--- config.mk ---
export PLATFORM = sky130hd
export DESIGN_NAME = key_event_queue
export DESIGN_NICKNAME = d
export VERILOG_FILES = /design/src/rtl/key_event_pkg.sv /design/src/rtl/key_event_fifo.sv /design/src/rtl/key_event_queue.sv
export SDC_FILE = /design/constraint.sdc
export NUM_CORES = 1
export LEC_CHECK = 0
export CAP_MARGIN = 10
export CORE_MARGIN = 10
export CORE_UTILIZATION = 35
export CTS_CLUSTER_SIZE = 8
export DETAILED_ROUTE_END_ITERATION = 10
export PLACE_DENSITY = 0.49
export SLEW_MARGIN = 0
export SYNTH_ARGS = -nofsm -noshare
export SYNTH_HDL_FRONTEND = slang
export SYNTH_SLANG_ARGS = --single-unit
--- constraint.sdc ---
create_clock -name clk -period 3.4 [get_ports clk]
set_input_delay 0.51 -clock clk [delete_from_list [all_inputs] [get_ports clk]]
set_output_delay 0.51 -clock clk [all_outputs]
set_load 0.05 [all_outputs]
--- src/rtl/key_event_pkg.sv ---
// Shared event encoding and input indexing for the key event queue and the synthesizer datapath.
package key_event_pkg;

  typedef enum logic [2:0] {
    EVT_INVALID = 3'h0,
    PRESS_KEY   = 3'h1,
    RELEASE_KEY = 3'h2,
    INCREASE    = 3'h3,
    DECREASE    = 3'h4,
    CHANGE_MENU = 3'h5
  } evt_type_e;

  localparam int unsigned NUM_INPUTS = 27;
  localparam int unsigned NUM_KEYS   = 24;
  localparam int unsigned IDX_INC    = 24;
  localparam int unsigned IDX_DEC    = 25;
  localparam int unsigned IDX_MENU   = 26;
  localparam int unsigned KEY_W      = 5;

  typedef struct packed {
    evt_type_e        evt_type;
    logic [KEY_W-1:0] key;
  } evt_t;

  // Button releases map to EVT_INVALID so the scanner skips them.
  function automatic evt_t encode_evt(input logic [KEY_W-1:0] idx, input logic level);
    evt_t e;
    e.evt_type = EVT_INVALID;
    e.key      = '0;
    if (32'(idx) < NUM_KEYS) begin
      e.evt_type = level ? PRESS_KEY : RELEASE_KEY;
      e.key      = idx;
    end else if (level) begin
      case (32'(idx))
        IDX_INC:  e.evt_type = INCREASE;
        IDX_DEC:  e.evt_type = DECREASE;
        IDX_MENU: e.evt_type = CHANGE_MENU;
        default:  e.evt_type = EVT_INVALID;
      endcase
    end
    return e;
  endfunction

endpackage

--- src/rtl/key_event_fifo.sv ---
// Synchronous event FIFO; head reads as all-zero (EVT_INVALID) while empty.
module key_event_fifo
  import key_event_pkg::*;
#(
  parameter int unsigned DEPTH = 8
) (
  input  logic clk,
  input  logic rst_n,
  input  logic push,
  input  evt_t push_data,
  input  logic pop,
  output logic full,
  output logic empty,
  output evt_t head
);

  localparam int unsigned AW = $clog2(DEPTH);

  evt_t          mem_q [DEPTH];
  evt_t          mem_d [DEPTH];
  logic [AW:0]   wr_ptr_q, wr_ptr_d;
  logic [AW:0]   rd_ptr_q, rd_ptr_d;
  logic          do_push, do_pop;

  // A pop frees a slot in the same cycle, so a full FIFO can still accept a push alongside it.
  always_comb begin
    empty    = (wr_ptr_q == rd_ptr_q);
    full     = (wr_ptr_q[AW] != rd_ptr_q[AW]) && (wr_ptr_q[AW-1:0] == rd_ptr_q[AW-1:0]);
    do_pop   = pop && !empty;
    do_push  = push && (!full || do_pop);
    mem_d    = mem_q;
    wr_ptr_d = wr_ptr_q;
    rd_ptr_d = rd_ptr_q;
    if (do_push) begin
      mem_d[wr_ptr_q[AW-1:0]] = push_data;
      wr_ptr_d                = wr_ptr_q + (AW+1)'(1);
    end
    if (do_pop) begin
      rd_ptr_d = rd_ptr_q + (AW+1)'(1);
    end
    if (empty) begin
      head = '0;
    end else begin
      head = mem_q[rd_ptr_q[AW-1:0]];
    end
  end

  always_ff @(posedge clk or negedge rst_n) begin
    if (!rst_n) begin
      wr_ptr_q <= '0;
      rd_ptr_q <= '0;
      for (int unsigned i = 0; i < DEPTH; i++) begin
        mem_q[i] <= '0;
      end
    end else begin
      wr_ptr_q <= wr_ptr_d;
      rd_ptr_q <= rd_ptr_d;
      mem_q    <= mem_d;
    end
  end

endmodule

--- src/rtl/key_event_queue.sv ---
// Debounces note keys and menu buttons, encodes edges as events and queues them for the datapath.
// Optional inc/dec auto-repeat is enabled by defining KEY_EVENT_AUTOREPEAT_EN.
module key_event_queue
  import key_event_pkg::*;
#(
  parameter int unsigned SAMPLE_DIV    = 125000,
  parameter int unsigned FIFO_DEPTH    = 8,
  parameter int unsigned REPEAT_DELAY  = 200,
  parameter int unsigned REPEAT_PERIOD = 40
) (
  input  logic        clk,
  input  logic        rst_n,
  input  logic [23:0] keys,
  input  logic        btn_inc,
  input  logic        btn_dec,
  input  logic        btn_menu,
  input  logic        clear_evt,
  output logic [7:0]  evt,
  output logic [7:0]  evt_dropped
);

  localparam int unsigned DIV_W = $clog2(SAMPLE_DIV);

  typedef enum logic {ST_IDLE, ST_SCAN} state_e;

  logic [NUM_INPUTS-1:0]      sync1_q, sync2_q;
  logic [NUM_INPUTS-1:0]      stable_q, stable_d;
  logic [NUM_INPUTS-1:0]      pending_q, pending_d;
  logic [NUM_INPUTS-1:0]      level_q, level_d;
  logic [NUM_INPUTS-1:0]      agree_c, chg_c, rep_c;
  logic [2:0][NUM_INPUTS-1:0] hist_q, hist_d;
  logic [DIV_W-1:0]           div_q, div_d;
  logic                       tick_c;
  state_e                     state_q, state_d;
  logic [KEY_W-1:0]           idx_q, idx_d;
  logic [7:0]                 dropped_q, dropped_d;
  evt_t                       scan_evt_c, head_c;
  logic                       push_c, full_c, empty_c, drop_c;

  // Sample tick prescaler.
  always_comb begin
    tick_c = (div_q == DIV_W'(SAMPLE_DIV - 1));
    div_d  = tick_c ? '0 : div_q + DIV_W'(1);
  end

  // A new stable value needs the current sample plus three history samples in agreement.
  always_comb begin
    agree_c   = ~(sync2_q ^ hist_q[0]) & ~(sync2_q ^ hist_q[1]) & ~(sync2_q ^ hist_q[2]);
    chg_c     = tick_c ? (agree_c & (sync2_q ^ stable_q)) : '0;
    stable_d  = stable_q ^ chg_c;
    hist_d    = tick_c ? {hist_q[1:0], sync2_q} : hist_q;
    pending_d = tick_c ? (chg_c | rep_c) : pending_q;
    level_d   = tick_c ? stable_d : level_q;
  end

`ifdef KEY_EVENT_AUTOREPEAT_EN
  localparam int unsigned REP_MAX = (REPEAT_DELAY > REPEAT_PERIOD) ? REPEAT_DELAY : REPEAT_PERIOD;
  localparam int unsigned REP_W   = $clog2(REP_MAX + 1);

  logic [1:0][REP_W-1:0] rep_cnt_q, rep_cnt_d;
  logic [1:0]            rep_on_q, rep_on_d;

  // Counters track held ticks since the press (delay phase) or since the last repeat (period phase).
  always_comb begin
    rep_cnt_d = rep_cnt_q;
    rep_on_d  = rep_on_q;
    rep_c     = '0;
    for (int unsigned b = 0; b < 2; b++) begin
      if (tick_c) begin
        if (!stable_d[IDX_INC + b]) begin
          rep_cnt_d[b] = '0;
          rep_on_d[b]  = 1'b0;
        end else if (stable_q[IDX_INC + b]) begin
          if (rep_cnt_q[b] == (rep_on_q[b] ? REP_W'(REPEAT_PERIOD) : REP_W'(REPEAT_DELAY))) begin
            rep_c[IDX_INC + b] = 1'b1;
            rep_cnt_d[b]       = REP_W'(1);
            rep_on_d[b]        = 1'b1;
          end else begin
            rep_cnt_d[b] = rep_cnt_q[b] + REP_W'(1);
          end
        end
      end
    end
  end

  always_ff @(posedge clk or negedge rst_n) begin
    if (!rst_n) begin
      rep_cnt_q <= '0;
      rep_on_q  <= '0;
    end else begin
      rep_cnt_q <= rep_cnt_d;
      rep_on_q  <= rep_on_d;
    end
  end
`else
  logic unused_repeat_cfg;
  assign unused_repeat_cfg = ^{32'(REPEAT_DELAY), 32'(REPEAT_PERIOD)};
  assign rep_c = '0;
`endif

  // Scanner: one input index per cycle, ascending, starting the cycle after a tick with edges.
  always_comb begin
    state_d = state_q;
    idx_d   = idx_q;
    case (state_q)
      ST_IDLE: begin
        if (tick_c && (pending_d != '0)) begin
          state_d = ST_SCAN;
          idx_d   = '0;
        end
      end
      ST_SCAN: begin
        if (idx_q == KEY_W'(NUM_INPUTS - 1)) begin
          state_d = ST_IDLE;
        end else begin
          idx_d = idx_q + KEY_W'(1);
        end
      end
      default: state_d = ST_IDLE;
    endcase
  end

  always_comb begin
    scan_evt_c = encode_evt(idx_q, level_q[idx_q]);
    push_c     = (state_q == ST_SCAN) && pending_q[idx_q] && (scan_evt_c.evt_type != EVT_INVALID);
    drop_c     = push_c && full_c && !clear_evt;
    dropped_d  = (drop_c && (dropped_q != 8'hFF)) ? dropped_q + 8'd1 : dropped_q;
  end

  always_ff @(posedge clk or negedge rst_n) begin
    if (!rst_n) begin
      sync1_q   <= '0;
      sync2_q   <= '0;
      hist_q    <= '0;
      stable_q  <= '0;
      pending_q <= '0;
      level_q   <= '0;
      div_q     <= '0;
      state_q   <= ST_IDLE;
      idx_q     <= '0;
      dropped_q <= '0;
    end else begin
      sync1_q   <= {btn_menu, btn_dec, btn_inc, keys};
      sync2_q   <= sync1_q;
      hist_q    <= hist_d;
      stable_q  <= stable_d;
      pending_q <= pending_d;
      level_q   <= level_d;
      div_q     <= div_d;
      state_q   <= state_d;
      idx_q     <= idx_d;
      dropped_q <= dropped_d;
    end
  end

  key_event_fifo #(
    .DEPTH(FIFO_DEPTH)
  ) u_fifo (
    .clk      (clk),
    .rst_n    (rst_n),
    .push     (push_c),
    .push_data(scan_evt_c),
    .pop      (clear_evt),
    .full     (full_c),
    .empty    (empty_c),
    .head     (head_c)
  );

  assign evt         = head_c;
  assign evt_dropped = dropped_q;

endmodule

## Yosys cells after proc, flatten, opt, wreduce, memory -nomap -nowiden

Index checks and enable logic that the tools add are counted.

- Flip-flop bits (word level): 319
- Output and inout bits: 16
- Input bits: 30

- Equality and inequality tests: 10
- Reductions and logical operators: 17
- Magnitude comparators: 5
- $add $sub $neg: 5
- Bitwise operators: 14
- Mux-type cells: 25

Operators with widths:

| operator | count |
|---|---|
| $xor A27 B27 Y27 | 5 |
| $and A27 B27 Y27 | 3 |
| $not A27 Y27 | 3 |
| $bwmux W64 | 1 |
| $mux W27 | 2 |
| $mux W8 | 4 |
| $reduce_bool A27 Y1 | 1 |
| $bmux W8 S3 | 1 |
| $demux W8 S3 | 1 |
| $add A17 B1 Y17 const B | 1 |
| $eq A17 B17 Y1 const B | 1 |
| $mux W17 | 1 |
| $eq A5 B5 Y1 const B | 3 |
| $mux W5 | 3 |
| $bmux W1 S5 | 2 |
| $logic_and A1 B1 Y1 | 10 |
| $pmux W5 S2 | 1 |
| $pmux W3 S3 | 1 |
| $add A4 B1 Y4 const B | 2 |
| $add A8 B1 Y8 const B | 1 |
| $ge A4 B4 Y1 const B | 2 |
| $ne A8 B8 Y1 const B | 1 |
| $not A3 Y4 | 2 |
| $lt A5 B6 Y1 const B | 1 |
| 16 further kinds | 23 |

## Longest topological paths before layout

Gate-level depths: netlist (run 1).

- Depth after elaboration: 11
- Gate-level depth with buffers: 10
- Depth with buffers taken out: 7

## By module

Synthesis (run 1) repeated with hierarchy kept, for this count alone.

- Cell total of the unflattened synthesis: 1,179
- Area, all modules: 13,743.2 sq um

By module, submodules not included:

| module | area an instance (sq um) | seq. area each (sq um) | instances | cells each |
|---|---|---|---|---|
| key_event_queue | 10,278.6 | 6,180.9 | 1 | 956 |
| key_event_fifo | 3,464.6 | 1,801.7 | 1 | 223 |

## Worst setup path after synthesis (run 1)

No wires, ideal clock.

- Kind: flip-flop to flip-flop
- From: reg idx_q[0]
- To: reg u_fifo.mem_q[40] (netlist name)
- Data arrival time: 2.556 ns
- Period minus slack after synthesis: 2.681 ns
- Cell stages (with the launch flop): 11
- Path slack: 0.719 ns
- Setup time: 0.125 ns
- Required time: 3.275 ns
- Path buffers: 3
- Cell sequence: dfrtp_1 -> buf_6 -> buf_8 -> inv_1 -> ha_1 -> nor2_1 -> a211oi_1 -> o211ai_4 -> buf_4 -> nor3_4 -> mux2_2

- Longest elaborated chain between the ends: 7
- Elaborated cells on any way between the ends: 18

RTL lines:

| what | RTL line | text |
|---|---|---|
| start: declaration | key_event_queue.sv:35 | `logic [KEY_W-1:0] idx_q, idx_d;` |
| start signal: assignment | key_event_queue.sv:151 | `idx_q <= idx_d;` |
| $bmux W1 S5 or $eq A5 B5 Y1 (tied branches) | key_event_queue.sv:124, key_event_pkg.sv:34 |  |
| $mux W1 (not written as such) or $pmux W3 S3 (tied branches) | key_event_queue.sv:124, key_event_pkg.sv:34 |  |
| $mux W3 or $mux W2 (tied branches) | key_event_pkg.sv:33, key_event_pkg.sv:31 |  |
| $mux W3 | key_event_pkg.sv:30 | `if (32'(idx) < NUM_KEYS) begin` |
| $reduce_bool A3 Y1 | key_event_queue.sv:125 | `push_c = (state_q == ST_SCAN) && pending_q[idx_q] && (scan_evt_c.evt_type != EVT_INVALID);` |
| $logic_and A1 B1 Y1 | key_event_queue.sv:125 |  |
| $logic_and A1 B1 Y1 | key_event_fifo.sv:30 | `do_push = push && (!full \|\| do_pop);` |
| end signal: assignment | key_event_fifo.sv:58 | `mem_q <= mem_d;` |
| end: declaration | key_event_fifo.sv:19 | `evt_t mem_q [DEPTH];` |

Several ways; a longest one is shown, not always the timed one. The select of a mux whose other input is x is not followed.
A chain may end at the register's enable or synchronous reset.

## Worst setup path in the final report (run 1)

- From: reg idx_q[0]
- To: reg u_fifo.mem_q[24] (netlist name)

The elaborated chain is that of the path after synthesis.

==> run metrics, run 1 <==
status completed; Met1 Wirelength between 10 and 15 mm; Final Total Pwr approximately 8.4 mW; critical path required time ~3800 ps; Setup Viol. Count Final 0; IO Pins 46; worst hold path class reg2reg; area of the mapped netlist between 0.01 and 0.015 mm²; Syn Area/Cell 11.65 µm²; Slew @ Worst Pin between 800 and 900 ps; Buf/Inv on CP 1; highest metal used met4; dpl ws approximately 210 ps; CTS tree yes; slew margin rel. ~45%; Clock Sink Count 319; Post-Syn Nets between 1000 and 1500; Synth top cells by count dfrtp_1, nand2_1, mux2_2; Setup crit start kind register; most common cell in the netlist dfrtp_1; cells after synthesis 1185; FF/Latch Area approximately 0.0080 mm²; total track usage 12.49%; worst-path maximum fanout 17; routability cong. approximately 0.8; via/cell ratio between 4 and 5; Site Rows 72; period utilization a little over 90%; Root Buffer clkbuf_16; # Max-Cap Violations 0; fin util a little over two fifths; Port Buffers 45; DRC viols 0; highest clock rate 0.3170 GHz; Vias between 8000 and 9000; Seq/Total Area, Yosys around 58%; multi-input logic area approximately 0.0056 mm²; DR pass1 iterations 7; grt ovf 0; FFs w/ async S/R, synth 100.0%; leading area contributor after synthesis dfrtp_1; Critical Path Max Stage Delay 730 ps; vias in the first global route between 9000 and 10000; yosys warns 0; Slew Limit Fails 0; CP max stage cell nor4_4; crit path DAT around 3600 ps; met3 wire length between 1 and 1.5 mm; Avg WL per Cell 16.04 µm; CTS buffer count 46; wire length on met2 approximately 13 mm; pwr dens between 500 and 600 mW/mm²; Cell Chain, Critical Path inv_1 > ha_1 > nor2_1 > a211oi_1 > o211ai_4 > nor4_4 > mux2_2; fillers approximately 3700; Seq cells post-synth 319; Worst setup EP type register; die area 0.04780 mm²; Initial Util ~36%; Post-synth EDFFs 0; largest net degree at the start of global routing 73; critical path type reg2reg; Area Growth Syn to Fin 17.60%; Peak supply drop ~0.36 mV; Top delay family on crit path simple AND/OR/NAND/NOR gates; final setup TNS 0 ps; clock buffer depth 3; Worst-Skew Late Latency roughly 550 ps; first-pass GRT wire length 48.98 mm; total setup buffers inserted after CTS 0; Post-Route WL 28.66 mm; Detail Placement HPWL 19.32 mm; final hold vios 0; Most used DFF post-synth dfrtp_1; minimum clock period around 3200 ps; Yosys top cell area share roughly 58%; n_diodes 0; setup ws final roughly 250 ps; CORE AREA between 0.03 and 0.04 mm²; clock skew between 15 and 20 ps; Distinct cells, synth 53; Clock transition at path regs ~50 ps; remaining antenna violation count 0; Die X roughly 220 µm; Die Ht 218.6 µm; RSZ-0062 raised after global routing no; htree depth 2; ranking of synthesized cells by area dfrtp_1, mux2_2, nand2_1; Lkg Pwr roughly 7.8 nW; fraction of layout cells with a size suffix above 1 a little under a fifth; Final nets approximately 1300; Iteration-0 DRC Markers 481; initial antenna violation count 0
## kinds of logic after synthesis
| family | after synthesis | share of synthesized area, % |
|---|---|---|
| adder cells (fa/ha/maj) | 8 | 0.7249 |
| AND/OR/NAND/NOR | 527 | 17.99 |
| AO/OA/AOI/OAI | 59 | 3.108 |
| multiplexers | 161 | 15.23 |
| XOR/XNOR | 51 | 3.235 |
| buffers and inverters | 60 | 1.912 |
| flip-flops | 319 | 57.81 |
## metal layers
metal	vias to the layer above	GRT usage (%)
met5	-	0
met4	0	4.767
met3	49	2.735
met2	114	18.55
met1	4295	17.45
li1	4211	-
## state kept, by name, indices dropped and copies added, names as in the netlist, 5 cells and up
signal        count
div_q            17
evt_dropped       8
hist_q           81
idx_q             5
level_q          27
pending_q        27
stable_q         27
sync1_q          27
sync2_q          27
u_fifo.mem_q     64
## metrics by stage
step | instances | area, µm² | hold slack [ps]
2_1_floorplan | 1185 | 13810 | 214.4
3_3_place_gp | 1733 | 15020 | 332.1
3_5_place_dp | 1733 | 15020 | 334.7
4_1_cts | 1787 | 16240 | 341.0
5_1_grt | 1787 | 16240 | 341.2
6_report | 1787 | 16240 | 340.1
## cells in the final DEF (no fill, tap or decap), types with 9 or more instances in the layout
master           instances
o21bai_1                 9
clkdlybuf4s50_1         36
or4_1                   19
nor2_1                  95
nand3_1                 23
nor4_1                  11
dfrtp_1                319
buf_4                   37
mux2i_1                 29
mux4_2                  29
xor2_1                  21
xnor2_1                 30
clkbuf_16               47
nand2b_1                22
nand4_1                 25
nor3_1                   9
inv_1                    9
nand2_1                279
mux2_2                 102
## worst register-to-register path, delay by kind of cell, from the launching register on
kind	cells	cell delay, ps
compound gates	2	720
mux	1	410
simple gates	2	810
fa+ha+maj	1	220
buf+inv	1	260
flops	1	590
## area by class of cell
class,count,area share (%)
Clock buffer,51,7.335
Clock inverter,2,0.1002
Inverter,10,0.2311
Multi-Input combinational cell,806,34.36
Sequential cell,319,49.16
Tap cell,518,3.991
Timing Repair Buffer,81,4.823
## worst paths after layout
path	startpoint	end	cells after the start	slack (ps)
setup / recovery	idx_q[0]	u_fifo.mem_q[24]	7	250
hold / removal	sync1_q[0]	sync2_q[0]	0	340
setup reg to reg	idx_q[0]	u_fifo.mem_q[24]	7	250
hold reg to reg	sync1_q[0]	sync2_q[0]	0	340
max in group asynchronous	rst_n	hist_q[65]	3	1960
min in group asynchronous	rst_n	sync1_q[26]	2	530
## power breakdown
part / internal [mW] / leakage [nW] / switching (mW)
combinational: 0.214 / 2.92 / 0.266
sequential: 3.86 / 4.31 / 0.0538
clock: 2.42 / 0.589 / 1.57
total: 6.50 / 7.82 / 1.89
## what timing repair did
action | CTS | global route
resized for setup | 0 | 0
hold endpoints to repair | 65 | 0
hold buffers | 1 | 0
(Power assumes the default switching activity.)
==> run 2, diff against run 1 <==
--- a/config.mk
+++ b/config.mk
@@ -7,10 +7,10 @@
 export LEC_CHECK = 0
 export CAP_MARGIN = 10
 export CORE_MARGIN = 10
-export CORE_UTILIZATION = 35
+export CORE_UTILIZATION = 45
 export CTS_CLUSTER_SIZE = 8
 export DETAILED_ROUTE_END_ITERATION = 10
-export PLACE_DENSITY = 0.49
+export PLACE_DENSITY = 0.61
 export SLEW_MARGIN = 0
 export SYNTH_ARGS = -nofsm -noshare
 export SYNTH_HDL_FRONTEND = slang
==> run metrics, run 2 (same netlist as run 1, synthesis figures left out) <==
top flop regs hist_q: 81 flops, u_fifo.mem_q: 64 flops; die area 0.03810 mm² (-20%); grt ovf 0 (unchanged); final hold vios 0 (unchanged); IO Pins 46 (unchanged); Avg WL per Cell 15.88 µm (-0.98%); initial antenna violation count 0 (unchanged); Slew @ Worst Pin 835.9 ps (+13.46 ps); fin util 52.61% (+11 points); critical path type reg2out; remaining antenna violation count 0 (unchanged); fraction of layout cells with a size suffix above 1 18.06% (-0.77 points); most frequent cells in the layout dfrtp_1, nand2_1, mux2_2; critical path required time 2890 ps (-930 ps); # Max-Cap Violations 0 (unchanged); via/cell ratio 5.224 (+7.7%); Iteration-0 DRC Markers 473 (-1.7%); Clock transition at path regs 50 ps (about the same); Reg with most FFs hist_q; Clock Sink Count 319 (unchanged); CORE AREA 0.03043 mm² (-22%); max reg flops 81 (unchanged); CTS tree yes; Finished Layout Cells 1653 (-7.5%); worst-path maximum fanout 20 (+3); DR pass1 iterations 4 (-3); CP startpoint u_fifo.rd_ptr_q[0]; highest clock rate 0.3112 GHz (-1.8%); Initial Util 45.38% (+9.8 points); Detail Placement HPWL 17.82 mm (-7.8%); Port Buffers 45 (unchanged); clock buffer depth 3 (unchanged); Lkg Pwr 7.758 nW (-0.73%); largest net degree at the start of global routing 89 (+22%); crit path to evt[3]; Peak supply drop 0.2980 mV (-18%); Post-Route WL 26.25 mm (-8.4%); first-pass GRT wire length 45.88 mm (-6.3%); n_diodes 0 (unchanged); WHS 342.8 ps (+2.765 ps); minimum clock period 3214 ps (+58.85 ps); pwr dens 516.2 mW/mm² (about the same); period utilization 94.52% (+1.7 points); Worst setup EP type primary output; final setup TNS 0 ps (unchanged); worst hold path class reg2reg; routability cong. 0.7919 (+1.9%); commonest non-fill, non-tap cell in the layout dfrtp_1; RR Endpoint u_fifo.mem_q[0]; clock skew 16.63 ps (+0.4645 ps); CTS buffer count 45 (-2.2%); Site Rows 64 (-11%); slew margin rel. 44.01% (-0.90 points); R2R setup slack 450 ps (+200 ps); worst r2r src idx_q[0]; Root Buffer clkbuf_16; Slew Limit Fails 0 (unchanged); total track usage 14.08% (+1.6 points); Die X 195.2 µm (-11%); Setup crit start kind register; crit path DAT 2700 ps (-870 ps); Vias 8635 (-0.39%); RSZ-0062 raised after global routing no; Worst-Skew Late Latency 530 ps (-20 ps); R2R cell count 8 (+1); Setup Viol. Count Final 0 (unchanged); vias in the first global route 8865 (-2.2%); Die Ht 195.2 µm (-11%); htree depth 2 (unchanged); status completed; Final nets 1293 (-0.69%); placed cells 1603 (-7.5%); Area Growth Syn to Fin 15.92%; DRC viols 0 (unchanged)
run 2: worst min-delay path by stage:
stage           startpoint     endpoint  cells after the start  slack, ps
2_1_floorplan        rst_n     div_q[0]                      0        210
3_3_place_gp    sync1_q[1]   sync2_q[1]                      0        330
3_5_place_dp   sync1_q[15]  sync2_q[15]                      0        330
4_1_cts        sync1_q[15]  sync2_q[15]                      0        340
5_1_grt        sync1_q[16]  sync2_q[16]                      0        350
6_report       sync1_q[12]  sync2_q[12]                      0        340
run 2: repair_timing:
| item | in CTS | in global routing |
|---|---|---|
| endpoints found under the hold margin | 64 | 0 |
| setup endpoints to repair | 0 | 4 |
| resized for setup | 0 | 1 |
| setup buffers | 0 | 0 |
| hold buffers | 1 | 0 |
run 2: final cells by class:
class / instances / area [µm²]
fill: 2625 / 14420
tap: 396 / 495.5
multi-input combinational: 806 / 5583
clock inverter: 1 / 8.758
clock buffer: 48 / 1180
timing repair buffer: 73 / 720.7
sequential: 319 / 7983
inverter: 10 / 37.54
run 2: power breakdown:
| part | leakage, nW | total, mW | internal, mW | switching (mW) |
|---|---|---|---|---|
| logic | 2.86 | 0.475 | 0.215 | 0.260 |
| registers | 4.31 | 3.92 | 3.86 | 0.0559 |
| clock network | 0.585 | 3.87 | 2.40 | 1.46 |
run 2: metrics by stage:
| stage | instance area (µm²) | total power [mW] | setup slack [ps] |
|---|---|---|---|
| 3_5_place_dp | 14810 | 4.471 | 471.9 |
| 3_3_place_gp | 14810 | 4.460 | 539.3 |
| 2_1_floorplan | 13810 | 4.242 | 719.2 |
| 6_report | 16010 | 8.263 | 186.2 |
| 4_1_cts | 16010 | 8.396 | 39.77 |
| 5_1_grt | 16010 | 8.602 | 28.87 |
run 2: critical path, cell delays in order, from the launching register on:
cell and delay (ps):
dfrtp_1 320, buf_4 350, mux4_2 590, mux2i_1 150
nor2_1 60, clkdlybuf4s50_1 710
run 2: routing by layer:
metal	GRT usage (%)	wire length, µm
met1	19.95	12760
met2	21.63	12030
met3	2.741	1039
met4	3.818	429
met5	0	0
